**src/rtl/attn_out_collector.sv**
```systemverilog
// rtl/attn_out_collector.sv - stages attention output beats in a small FIFO and writes them to SRAM,
// sharing the single SRAM port with host reads (reads win while the FIFO has room).
module attn_out_collector #(
  parameter int READ_LAT   = 2,
  parameter int FIFO_DEPTH = 2
) (
  input  logic         clk,
  input  logic         rst,
  input  logic         start,
  input  logic         in_valid,
  input  logic [1:0]   in_row,
  input  logic [4:0]   in_group,
  input  logic [127:0] in_data,
  input  logic         rd_req,
  input  logic [6:0]   rd_addr,
  output logic         rd_gnt,
  output logic         rd_valid,
  output logic [127:0] rd_data,
  output logic         mem_web,
  output logic [6:0]   mem_addr,
  output logic [127:0] mem_din,
  input  logic [127:0] mem_q,
  output logic         busy,
  output logic         done,
  output logic         dup_err,
  output logic         ovf_err
);

  localparam int PW = (FIFO_DEPTH > 1) ? $clog2(FIFO_DEPTH) : 1;
  localparam int CW = $clog2(FIFO_DEPTH + 1);

  typedef enum logic [1:0] {S_IDLE, S_COLLECT, S_DONE} state_t;

  state_t          state_q, state_d;
  logic [6:0]      f_addr_q [FIFO_DEPTH];
  logic [127:0]    f_data_q [FIFO_DEPTH];
  logic [PW-1:0]   wr_ptr_q, rd_ptr_q;
  logic [CW-1:0]   cnt_q;
  logic [127:0]    bitmap_q;
  logic            dup_q, ovf_q;
  logic [READ_LAT-1:0] vld_q;

  logic full, empty, gnt, pop, push, drop, beat;
  logic [6:0] head_addr;

  function automatic logic [PW-1:0] ptr_inc(input logic [PW-1:0] p);
    return (p == PW'(FIFO_DEPTH - 1)) ? '0 : p + 1'b1;
  endfunction

  assign full      = (cnt_q == CW'(FIFO_DEPTH));
  assign empty     = (cnt_q == '0);
  assign head_addr = f_addr_q[rd_ptr_q];
  assign beat      = (state_q == S_COLLECT) && in_valid && !start;

  // Gated by rst so the SRAM port is quiet and rd_gnt low while reset is held.
  assign gnt  = !rst && rd_req && !full;
  assign pop  = !rst && !start && !gnt && !empty;
  assign push = beat && (!full || pop);
  assign drop = beat && full && !pop;

  assign rd_gnt   = gnt;
  assign mem_web  = !pop;
  assign mem_addr = gnt ? rd_addr : (pop ? head_addr : '0);
  assign mem_din  = pop ? f_data_q[rd_ptr_q] : '0;
  assign rd_valid = vld_q[READ_LAT-1];
  assign rd_data  = rd_valid ? mem_q : '0;
  assign busy     = (state_q == S_COLLECT);
  assign done     = (state_q == S_DONE);
  assign dup_err  = dup_q;
  assign ovf_err  = ovf_q;

  always_comb begin
    state_d = state_q;
    if (start) begin
      state_d = S_COLLECT;
    end else if (state_q == S_COLLECT && (&bitmap_q) && empty) begin
      state_d = S_DONE;
    end
  end

  always_ff @(posedge clk or posedge rst) begin
    if (rst) begin
      state_q  <= S_IDLE;
      wr_ptr_q <= '0;
      rd_ptr_q <= '0;
      cnt_q    <= '0;
      bitmap_q <= '0;
      dup_q    <= 1'b0;
      ovf_q    <= 1'b0;
      vld_q    <= '0;
    end else begin
      state_q <= state_d;
      vld_q   <= (vld_q << 1) | READ_LAT'(gnt);
      if (start) begin
        wr_ptr_q <= '0;
        rd_ptr_q <= '0;
        cnt_q    <= '0;
        bitmap_q <= '0;
        dup_q    <= 1'b0;
        ovf_q    <= 1'b0;
      end else begin
        if (push) wr_ptr_q <= ptr_inc(wr_ptr_q);
        if (pop) begin
          rd_ptr_q            <= ptr_inc(rd_ptr_q);
          bitmap_q[head_addr] <= 1'b1;
          if (bitmap_q[head_addr]) dup_q <= 1'b1;
        end
        cnt_q <= cnt_q + CW'(push) - CW'(pop);
        if (drop) ovf_q <= 1'b1;
      end
    end
  end

  always_ff @(posedge clk) begin
    if (push) begin
      f_addr_q[wr_ptr_q] <= {in_group, in_row};
      f_data_q[wr_ptr_q] <= in_data;
    end
  end

endmodule

```
**config.mk**
```make
export PLATFORM = sky130hd
export DESIGN_NAME = attn_out_collector
export DESIGN_NICKNAME = d
export VERILOG_FILES = /design/src/rtl/attn_out_collector.sv
export SDC_FILE = /design/constraint.sdc
export NUM_CORES = 1
export LEC_CHECK = 0
export ABC_AREA = 1
export BUFFER_PORTS_ARGS = -buffer_cell sky130_fd_sc_hd__buf_2
export CORE_AREA = 5 5 211 213
export DETAILED_ROUTE_END_ITERATION = 8
export DIE_AREA = 0 0 216 218
export PLACE_DENSITY = 0.78
export SETUP_SLACK_MARGIN = 0.4
export SYNTH_ARGS = -nofsm -noshare
export SYNTH_HDL_FRONTEND = slang
export SYNTH_SLANG_ARGS = --single-unit
```
**constraint.sdc**
```tcl
create_clock -name clk -period 9.3 [get_ports clk]
set_clock_uncertainty 0.15 [all_clocks]
set_input_delay 1.86 -clock clk [delete_from_list [all_inputs] [get_ports clk]]
set_output_delay 1.86 -clock clk [all_outputs]
set_load 0.01 [all_outputs]
```
* After elaboration in Yosys (flattened, before gate mapping)
Memories as Yosys holds them, arrays and structs flattened. Cells that the tools add are included.
Word-level totals: flip-flop bits (word level) 138, bits in latches 0, bits in writable memories 270, bits in read-only memories 0, bits of input ports 275, output and inout port bits 270, word-level logic and storage cells 75, memories 2
Cells by class: add/subtract/negate cells 4, multipliers 0, div/mod/pow operators 0, $lt $le $gt $ge 2, equality and inequality tests 3, shift operators 0, multiplexer cells 26, bitwise gates (word level) 2, reduce and logical (&&, ||, !) cells 28
Memories:
- f_data_q | depth 2, bits a word 128, read ports 1, clocked after memory_dff 0, wr ports 1, RTL line 36 | logic [127:0] f_data_q [FIFO_DEPTH];
- f_addr_q | depth 2, bits a word 7, read ports 1, clocked after memory_dff 0, wr ports 1, RTL line 35 | logic [6:0] f_addr_q [FIFO_DEPTH];
Operator list (count):
- $mux W128 | 4
- $or A128 B128 Y128 | 1
- $reduce_and A128 Y1 | 1
- $mux W1 | 15
- $mux W7 | 2
- $logic_and A1 B1 Y1 | 13
- $reduce_bool A2 Y1 | 5
- $lt A7 B8 Y1 const B | 1
- $bmux W1 S7 | 1
- $demux W1 S7 | 1
- $ge A7 B1 Y1 const B | 1
- $logic_not A1 Y1 | 6
- $mux W2 | 3
- $eq A2 B2 Y1 const B | 2
- $add A1 B1 Y1 const B | 2
- $add A2 B1 Y2 | 1
- $eq A2 B1 Y1 const B | 1
- $logic_not A2 Y1 | 1
- $or A2 B1 Y2 | 1
- $reduce_and A2 Y1 | 1
- $sub A2 B1 Y2 | 1
- $logic_or A1 B1 Y1 | 1

* Logic depth before layout (Yosys ltp)
Gate-level depths: netlist of run 1.
depth in word-level cells 11, depth in mapped cells 16, gate-level depth less buffers 14

* Worst setup path after synthesis of run 1
Ideal clock, no wire load.
path kind input to register, start in rst, end mem f_addr_q[0][0] (enable), library setup time 0.631 ns, data arrival time 10.465 ns, required time 8.519 ns, setup slack -1.946 ns, stages 8, buffers on the path 0, cell sequence inv_1 nand2_1 nor2_2 nor4_4 inv_2 nand2_1 nand2_1 nor2_1
On the way: longest elaborated chain between the ends 10, elaborated cells on any way between the ends 11, those cells by class 2 x mux; 9 x reduce/logical
RTL lines:
- start, declared | RTL line 8 | input logic rst,
- $logic_not A1 Y1 (no source line)
- $logic_and A1 B1 Y1 (2 in a row) | RTL line 56 | assign gnt = !rst && rd_req && !full;
- via rd_gnt | RTL line 16 | output logic rd_gnt,
- $logic_not A1 Y1 | RTL line 57 | assign pop = !rst && !start && !gnt && !empty;
- $logic_and A1 B1 Y1 (2 in a row) | RTL line 57
- $logic_or A1 B1 Y1 | RTL line 58 | assign push = beat && (!full || pop);
- $logic_and A1 B1 Y1 | RTL line 58
- $mux W1 | RTL line 115 | if (push) begin
- $mux W1 (not written as such) | RTL line 116 | f_addr_q[wr_ptr_q] <= {in_group, in_row};
- end, declared | RTL line 35
The timed path passes the listed nets, and every way through them passes these cells.

* Final worst setup path of run 1
start in rst, end out mem_addr[5]
On the way: longest elaborated chain between the ends 8, elaborated cells on any way between the ends 9, those cells by class 2 x mux; 7 x reduce/logical
RTL lines:
- $logic_not A1 Y1 (no source line) *
- $logic_and A1 B1 Y1 (2 in a row) | RTL line 56
- $logic_not A1 Y1 | RTL line 57
- $logic_and A1 B1 Y1 (2 in a row) | RTL line 57
- $mux W7 | RTL line 63 | assign mem_addr = gnt ? rd_addr : (pop ? head_addr : '0);
- $mux W7 * | RTL line 63
- end, declared | RTL line 20 | output logic [6:0] mem_addr,
Every way passes the cells marked *; elsewhere a longest branch is shown, timed or not.

==> results by group, run 1 <==
Outcome
  – Status: complete, no violations

Clock network
  – Setup Buffers After CTS: 0
  – Root Buffer: clkbuf_16
  – Num CTS Buffers: 39
  – CTS Hold Bufs: 0
  – Cts repair resizes: 0
  – H-tree Lvls: 2
  – CTS Sinks: 408
  – Worst-path clk slew: roughly 0.06 ns
  – CTS tree: done
  – Clock latency on the worst-skew pair: ~0.54 ns
  – Clock Path Buffers: 3

Drt
  – Via count: ~16000
  – Total Wirelength: roughly 67 mm
  – DRT Pass-1 Iters: 8
  – Detail Route Antenna Nets: 0
  – Remaining DRCs: 0
  – Number of vias per cell: 5.32
  – WL/cell: about 22 um
  – Iter 0 DRT Violations: approximately 1800

STA
  – Tcrit/Tclk final: about four fifths
  – Minimum clock period: about 7.4 ns
  – Hold Vio Cnt, Final: 0
  – Worst Slack Setup Final: around 1.9 ns
  – Relative slew slack: 11.1%
  – Maximum clock rate: approximately 0.14 GHz
  – RSZ-0062 raised after global routing: no
  – Measured slew at the worst slew-check pin: about 1.3 ns
  – Setup violators final: 0
  – Pins Over Slew Limit: 0
  – Setup TNS Final: 0 ns

Job
  – Max-cap violations: 0

Placed design
  – Hpwl dp: roughly 50 mm
  – Routability cong.: ~0.97
  – I/O Buffers: about 540
  – DP Worst Slack: around 1.9 ns
  – DP Area: 21400 um^2

Worst setup path
  – Crit path largest cell delay: 0.76 ns
  – CP Capture Type: primary output
  – CP startpoint kind: input pin
  – CP required: around 7.3 ns
  – Worst Path Arrival: about 5.4 ns
  – Crit-path cells: buf_2, inv_4, nand2_1, nor2_2, nor4_4, inv_4, buf_4, o21ai_0, buf_2
  – Kind of critical path: input pin to primary output
  – Worst Setup SP: rst
  – Critical path's slowest cell: inv_4
  – Worst r2r src: rd_ptr_q$_DFFE_PP0P_
  – Crit-path max FO: 90

Final layout
  – Fin nets: about 2700
  – Finished Core Util: around 54%
  – Commonest non-fill, non-tap cell in the layout: nand2_1
  – Layout cells sized above 1: roughly 27%
  – Fillers: around 3700
  – Commonest cells after routing, fill and taps aside: 684 x nand2_1, 543 x buf_2, 274 x inv_1
  – Design area: between 20000 and 25000 um^2
  – P&R area growth vs syn: 24.3%

Logic synthesis
  – Mapped cell area: 18300 um^2
  – Syn Nets: roughly 2200
  – Post-synthesis sequential area ratio: around 63%
  – Synth top area cells: edfxtp_1 44%, dfrtp_1 19%, nand2_1 14%
  – Post-synth top area share: between 40 and 50%
  – Synth warn: 0
  – Count of cell types in the netlist: 32
  – Mapped Cells: 1966
  – Post-Syn Area per Cell: about 9.3 um^2
  – FF+latch count, synth: between 400 and 500
  – Yosys top cell by area: edfxtp_1

Global routing
  – Largest net degree at the start of global routing: ~100
  – All-Layer GR Usage: around 27%
  – Total grt overflow: 0
  – Initial antenna violation count: 34
  – Vias in the first global route: between 15000 and 20000
  – First-pass GRT wire length: slightly below 100 mm

Die
  – # IOs: roughly 550
  – Die Wd: about 220 um
  – Core Rows: 76
  – Starting Density: between 40% and 50%
  – Die Footprint: 47100 um^2
  – Die height: around 220 um
  – Area of the core: 42500 um^2

Pwr
  – Max IR drop VDD: between 0.15 and 0.2 mV
  – Leak: roughly 11 nW
  – Pwr/cell area: between 150 and 200 nW/um^2

Worst hold path
  – HP Start: vld_q[0]$_DFF_PP0_
  – Min-Delay Path Class: flop to flop
[flip-flops by register name (all words and copies together), names as in the netlist]
register / cells
f_data_q: 256
bitmap_q: 128
f_addr_q: 14
cnt_q: 2
state_q: 2
vld_q: 2
dup_err: 1
ovf_err: 1
rd_ptr_q: 1
wr_ptr_q: 1
[area by class of cell]
cell class              count  area (um^2)  area share, %
flip-flops and latches    408        11600           50.9
diodes                     10         25.0          0.110
inverters                 285         1080           4.74
repair buffers            560         2850           12.5
multi-input cells        1172         5240           23.0
clock inverters            16          243           1.07
clock buffers              53         1070           4.70
well taps                 546          683           3.00
[per-stage QoR]
step / hold slack, ns / instances / total power (W)
2_1_floorplan: 0.181 / 1966 / 0.00236
3_3_place_gp: 0.213 / 2971 / 0.00258
3_5_place_dp: 0.205 / 2971 / 0.00259
4_1_cts: 0.220 / 3040 / 0.00421
5_1_grt: 0.229 / 3042 / 0.00434
6_report: 0.213 / 3050 / 0.00419
[cell families after synthesis]
family                     Yosys count  share of synthesized area [%]
adders and majority gates            2                          0.137
DFF                                408                           63.2
muxes                                1                         0.0547
buffers and inverters              386                           8.31
xor gates and xnor gates             2                         0.0957
AOI/OAI and AO/OA                  281                           7.82
and+or+nand+nor                    886                           20.4
[layer usage]
metal / track usage (%) / up-vias / wire (um)
met3: 8.84 / 173 / 7450
met1: 30.7 / 7652 / 22300
li1: - / 7358 / -
met5: 0 / - / 257
met4: 8.44 / 40 / 2400
met2: 49.3 / 992 / 34900
[path summary, 6_finish.rpt]
kind	end	slack, ns	cells past startpoint
setup / recovery	mem_addr[5]	1.92	9
hold / removal	vld_q[1]$_DFF_PP0_	0.21	0
setup reg to reg	bitmap_q[123]$_DFFE_PP0P_	4.76	9
hold reg to reg	vld_q[1]$_DFF_PP0_	0.21	0
max in group asynchronous	bitmap_q[112]$_DFFE_PP0P_	6.23	3
min in group asynchronous	bitmap_q[43]$_DFFE_PP0P_	1.42	2
[Yosys cell counts]
master / n
nand2_1: 685
inv_1: 275
edfxtp_1: 270
a21oi_1: 258
dfrtp_1: 138
nand3_1: 77
clkbuf_1: 74
nor2_1: 31
nor4_1: 28
nand4_1: 22
buf_2: 18
nor2_2: 15
o21ai_0: 15
inv_2: 10
nor2_4: 8
nand2_2: 6
buf_4: 5
o211ai_1: 5
buf_6: 4
nor3_2: 4
nor3_1: 3
or2_1: 3
ha_1: 2
o21ai_2: 2
a32o_1: 1
mux2i_1: 1
nor3_4: 1
nor4_4: 1
nor4b_1: 1
or2_4: 1
xnor2_1: 1
xor2_1: 1
[report_power, final]
part | total, W | internal, W | switching, W | leakage (nW)
logic | 0.000508 | 0.000148 | 0.000359 | 5.99
registers | 0.00205 | 0.00202 | 0.0000297 | 4.39
clock network | 0.00163 | 0.000976 | 0.000656 | 0.641
total | 0.00419 | 0.00314 | 0.00105 | 11.0
[worst max-delay path: cells and delay by family]
kind | cells | cell delay, ns
AO/OA/AOI/OAI | 1 | 0.19
buffers and inverters | 5 | 2.37
AND/OR/NAND/NOR | 3 | 0.87
(Power assumes the default switching activity.)
==> run 2, diff against run 1 <==
CORE_AREA = 5 5 210 212   (was 5 5 211 213)
DIE_AREA = 0 0 215 217   (was 0 0 216 218)
PLACE_DENSITY = 0.81   (was 0.78)
clock period = 6.2 ns   (was 9.3 ns; I/O delays follow)
==> run 2 against run 1 <==
Register-to-register slack worse by 2.7 ns. Sequential share of layout area down 0.88 points. Hold slack better by 0.040 ns. Cell count rose by 0.13%. Critical path depth up 1. Critical endpoint is now mem_din[100].
==> results by group, run 2 (synthesis gave the netlist of run 1 again) <==
Drt
  – Met1 Wirelength: 22.1 mm (-1.1%)
  – Remaining DRCs: 0 (unchanged)
  – Max layer used: met5
  – Number of vias per cell: 5.42 (+1.9%)
  – Met2 WL: 32.8 mm (-6.1%)
  – WL/cell: 21.6 um (-2.1%)
  – Via count: 16538 (+2.0%)
  – DRT Pass-1 Iters: 8 (unchanged)
  – Met3 wire len: 7.88 mm (+5.8%)
  – Total Wirelength: 66.0 mm (-2.0%)
  – Detail Route Antenna Nets: 0 (unchanged)
  – Iter 0 DRT Violations: 1807 (+0.61%)

STA
  – Hold Vio Cnt, Final: 0 (unchanged)
  – Setup TNS Final: 0 ns (unchanged)
  – RSZ-0062 raised after global routing: no
  – Setup violators final: 0 (unchanged)
  – Maximum clock rate: just over 0.2 GHz
  – Minimum clock period: about 5 ns
  – Relative slew slack: 4.76% (-6.3 points)
  – Tcrit/Tclk final: 79.1%
  – Worst Slack Setup Final: 1.29 ns (-0.621 ns)
  – Measured slew at the worst slew-check pin: 1.42 ns (+0.0945 ns)
  – Pins Over Slew Limit: 0 (unchanged)

Worst setup path
  – Kind of critical path: input pin to primary output
  – CP required: 4.81 ns (-2.48 ns)
  – CP startpoint kind: input pin
  – Crit path largest cell delay: 0.49 ns (-0.27 ns)
  – Crit-path cells: buf_2, clkinvlp_4, nand2_1, nor2_2, nor4_4, buf_4, inv_6, buf_12, a21oi_1, buf_2
  – Worst Path Arrival: 3.52 ns (-1.85 ns)
  – CP Capture Type: primary output
  – CP delay by family, top: buffers and inverters
  – Worst path buffer plus inverter count: 6 (+1)
  – Critical path's most frequent cell: buf_2
  – Critical path's slowest cell: nor2_2
  – Crit-path max FO: 68 (-24%)

Placed design
  – Hpwl dp: 47.9 mm (-3.7%)
  – DP Area: 21700 um^2 (+1.4%)
  – I/O Buffers: 544 (unchanged)
  – DP Worst Slack: 1.32 ns (-0.602 ns)
  – Routability cong.: 0.979 (+1.1%)

Global routing
  – Vias in the first global route: 16453 (+3.1%)
  – First-pass GRT wire length: 98.6 mm (+0.73%)
  – Largest net degree at the start of global routing: 84 (-18%)
  – All-Layer GR Usage: 27.2% (-0.058 points)
  – Total grt overflow: 0 (unchanged)
  – Initial antenna violation count: 34 (unchanged)

Clock network
  – Cts repair resizes: 0 (unchanged)
  – Clock Path Buffers: 3 (unchanged)
  – Clock latency on the worst-skew pair: 0.55 ns (about the same)
  – H-tree Lvls: 2 (unchanged)
  – CTS Sinks: 408 (unchanged)
  – CTS tree: done
  – Root Buffer: clkbuf_16
  – Setup Buffers After CTS: 0 (unchanged)
  – CTS Hold Bufs: 0 (unchanged)
  – Worst-path clk slew: 0.06 ns (about the same)
  – Num CTS Buffers: 41 (+5.1%)

Final layout
  – Commonest cells after routing, fill and taps aside: 684 x nand2_1, 543 x buf_2, 274 x inv_1
  – Layout cells sized above 1: 29.6% (+2.8 points)
  – P&R area growth vs syn: 26.5%
  – Top Registers: f_data_q (256), bitmap_q (128), f_addr_q (14)
  – Max FFs per register: 256 (unchanged)
  – Fin nets: 2750 (+0.26%)
  – Finished Core Util: 55.4% (+1.9 points)
  – Most flop-heavy register: f_data_q
  – Design area: 23200 um^2 (+1.8%)
  – Commonest non-fill, non-tap cell in the layout: nand2_1

Pwr
  – Max IR drop VDD: 0.321 mV (+87%)
  – Pwr/cell area: 279 nW/um^2 (+52%)
  – Clk pwr share: 40.4% (+1.4 points)
  – Sequential power share: 47.4% (-1.5 points)
  – Comb pwr share: 12.2% (about the same)
  – Sw Share: 25.7% (+0.76 points)
  – Internal power: 0.00480 W (+53%)
  – Psw: 0.00166 W (+59%)
  – Leak: 11.1 nW (+0.67%)

Job
  – Max-cap violations: 0 (unchanged)

Die
  – Starting Density: 43.8% (+0.77 points)
  – # IOs: 545 (unchanged)
  – Die Footprint: 46700 um^2 (-0.92%)
  – Die Wd: 215 um (-0.46%)
  – Die height: 217 um (-0.46%)
  – Core Rows: 75 (-1.3%)
  – Area of the core: 41800 um^2 (-1.8%)

Worst hold path
  – Min-Delay Path Class: flop to flop

Outcome
  – Status: complete, no violations
run 2: cell type report:
type / instances / area [um^2]
multi-input combinational: 1172 / 5460
inverter: 285 / 1080
sequential: 408 / 11600
fill: 3582 / 18600
clock buffer: 53 / 1120
timing repair buffer: 565 / 2920
tap: 539 / 674
antenna: 9 / 22.5
clock inverter: 23 / 300
run 2: routing by layer:
metal / GRT usage, % / vias to the layer above
met5: 0 / -
met4: 10.2 / 38
met3: 9.01 / 217
met2: 47.7 / 1111
met1: 31.1 / 7807
li1: - / 7365
run 2: path summary, 6_finish.rpt:
kind	from	to	slack, ns	cells after the start
min in group asynchronous	rst	cnt_q[1]$_DFF_PP0_	0.93	3
hold reg to reg	vld_q[0]$_DFF_PP0_	vld_q[1]$_DFF_PP0_	0.25	0
hold / removal	vld_q[0]$_DFF_PP0_	vld_q[1]$_DFF_PP0_	0.25	0
max in group asynchronous	rst	vld_q[1]$_DFF_PP0_	3.49	4
setup reg to reg	rd_ptr_q$_DFFE_PP0P_	bitmap_q[110]$_DFFE_PP0P_	2.04	8
setup / recovery	rst	mem_din[100]	1.29	10
run 2: power by group through the flow:
stage | Combinational, W | Sequential [W] | Clock [W]
after detailed placement | 0.000781 | 0.00312 | 0
after global placement | 0.000771 | 0.00311 | 0
after floorplan | 0.000444 | 0.00311 | 0
after CTS | 0.000788 | 0.00306 | 0.00263
after global routing | 0.000860 | 0.00307 | 0.00276
final | 0.000792 | 0.00306 | 0.00261
run 2: stage by stage:
step / total power [W] / cells / hold slack, ns
global placement: 0.00389 / 2969 / 0.240
finish: 0.00646 / 3054 / 0.253
global route: 0.00669 / 3048 / 0.259
detailed placement: 0.00390 / 2969 / 0.242
floorplan: 0.00355 / 1966 / 0.181
CTS: 0.00648 / 3045 / 0.250
run 2: worst reg2reg max path, stage by stage (launching register included):
cell	delay [ns]
dfrtp_4	0.61
inv_4	0.55
nand2_1	0.20
nand2_2	0.71
buf_4	0.41
nand2_1	0.11
nor2_1	1.00
nand2_1	0.15
a21oi_1	0.20
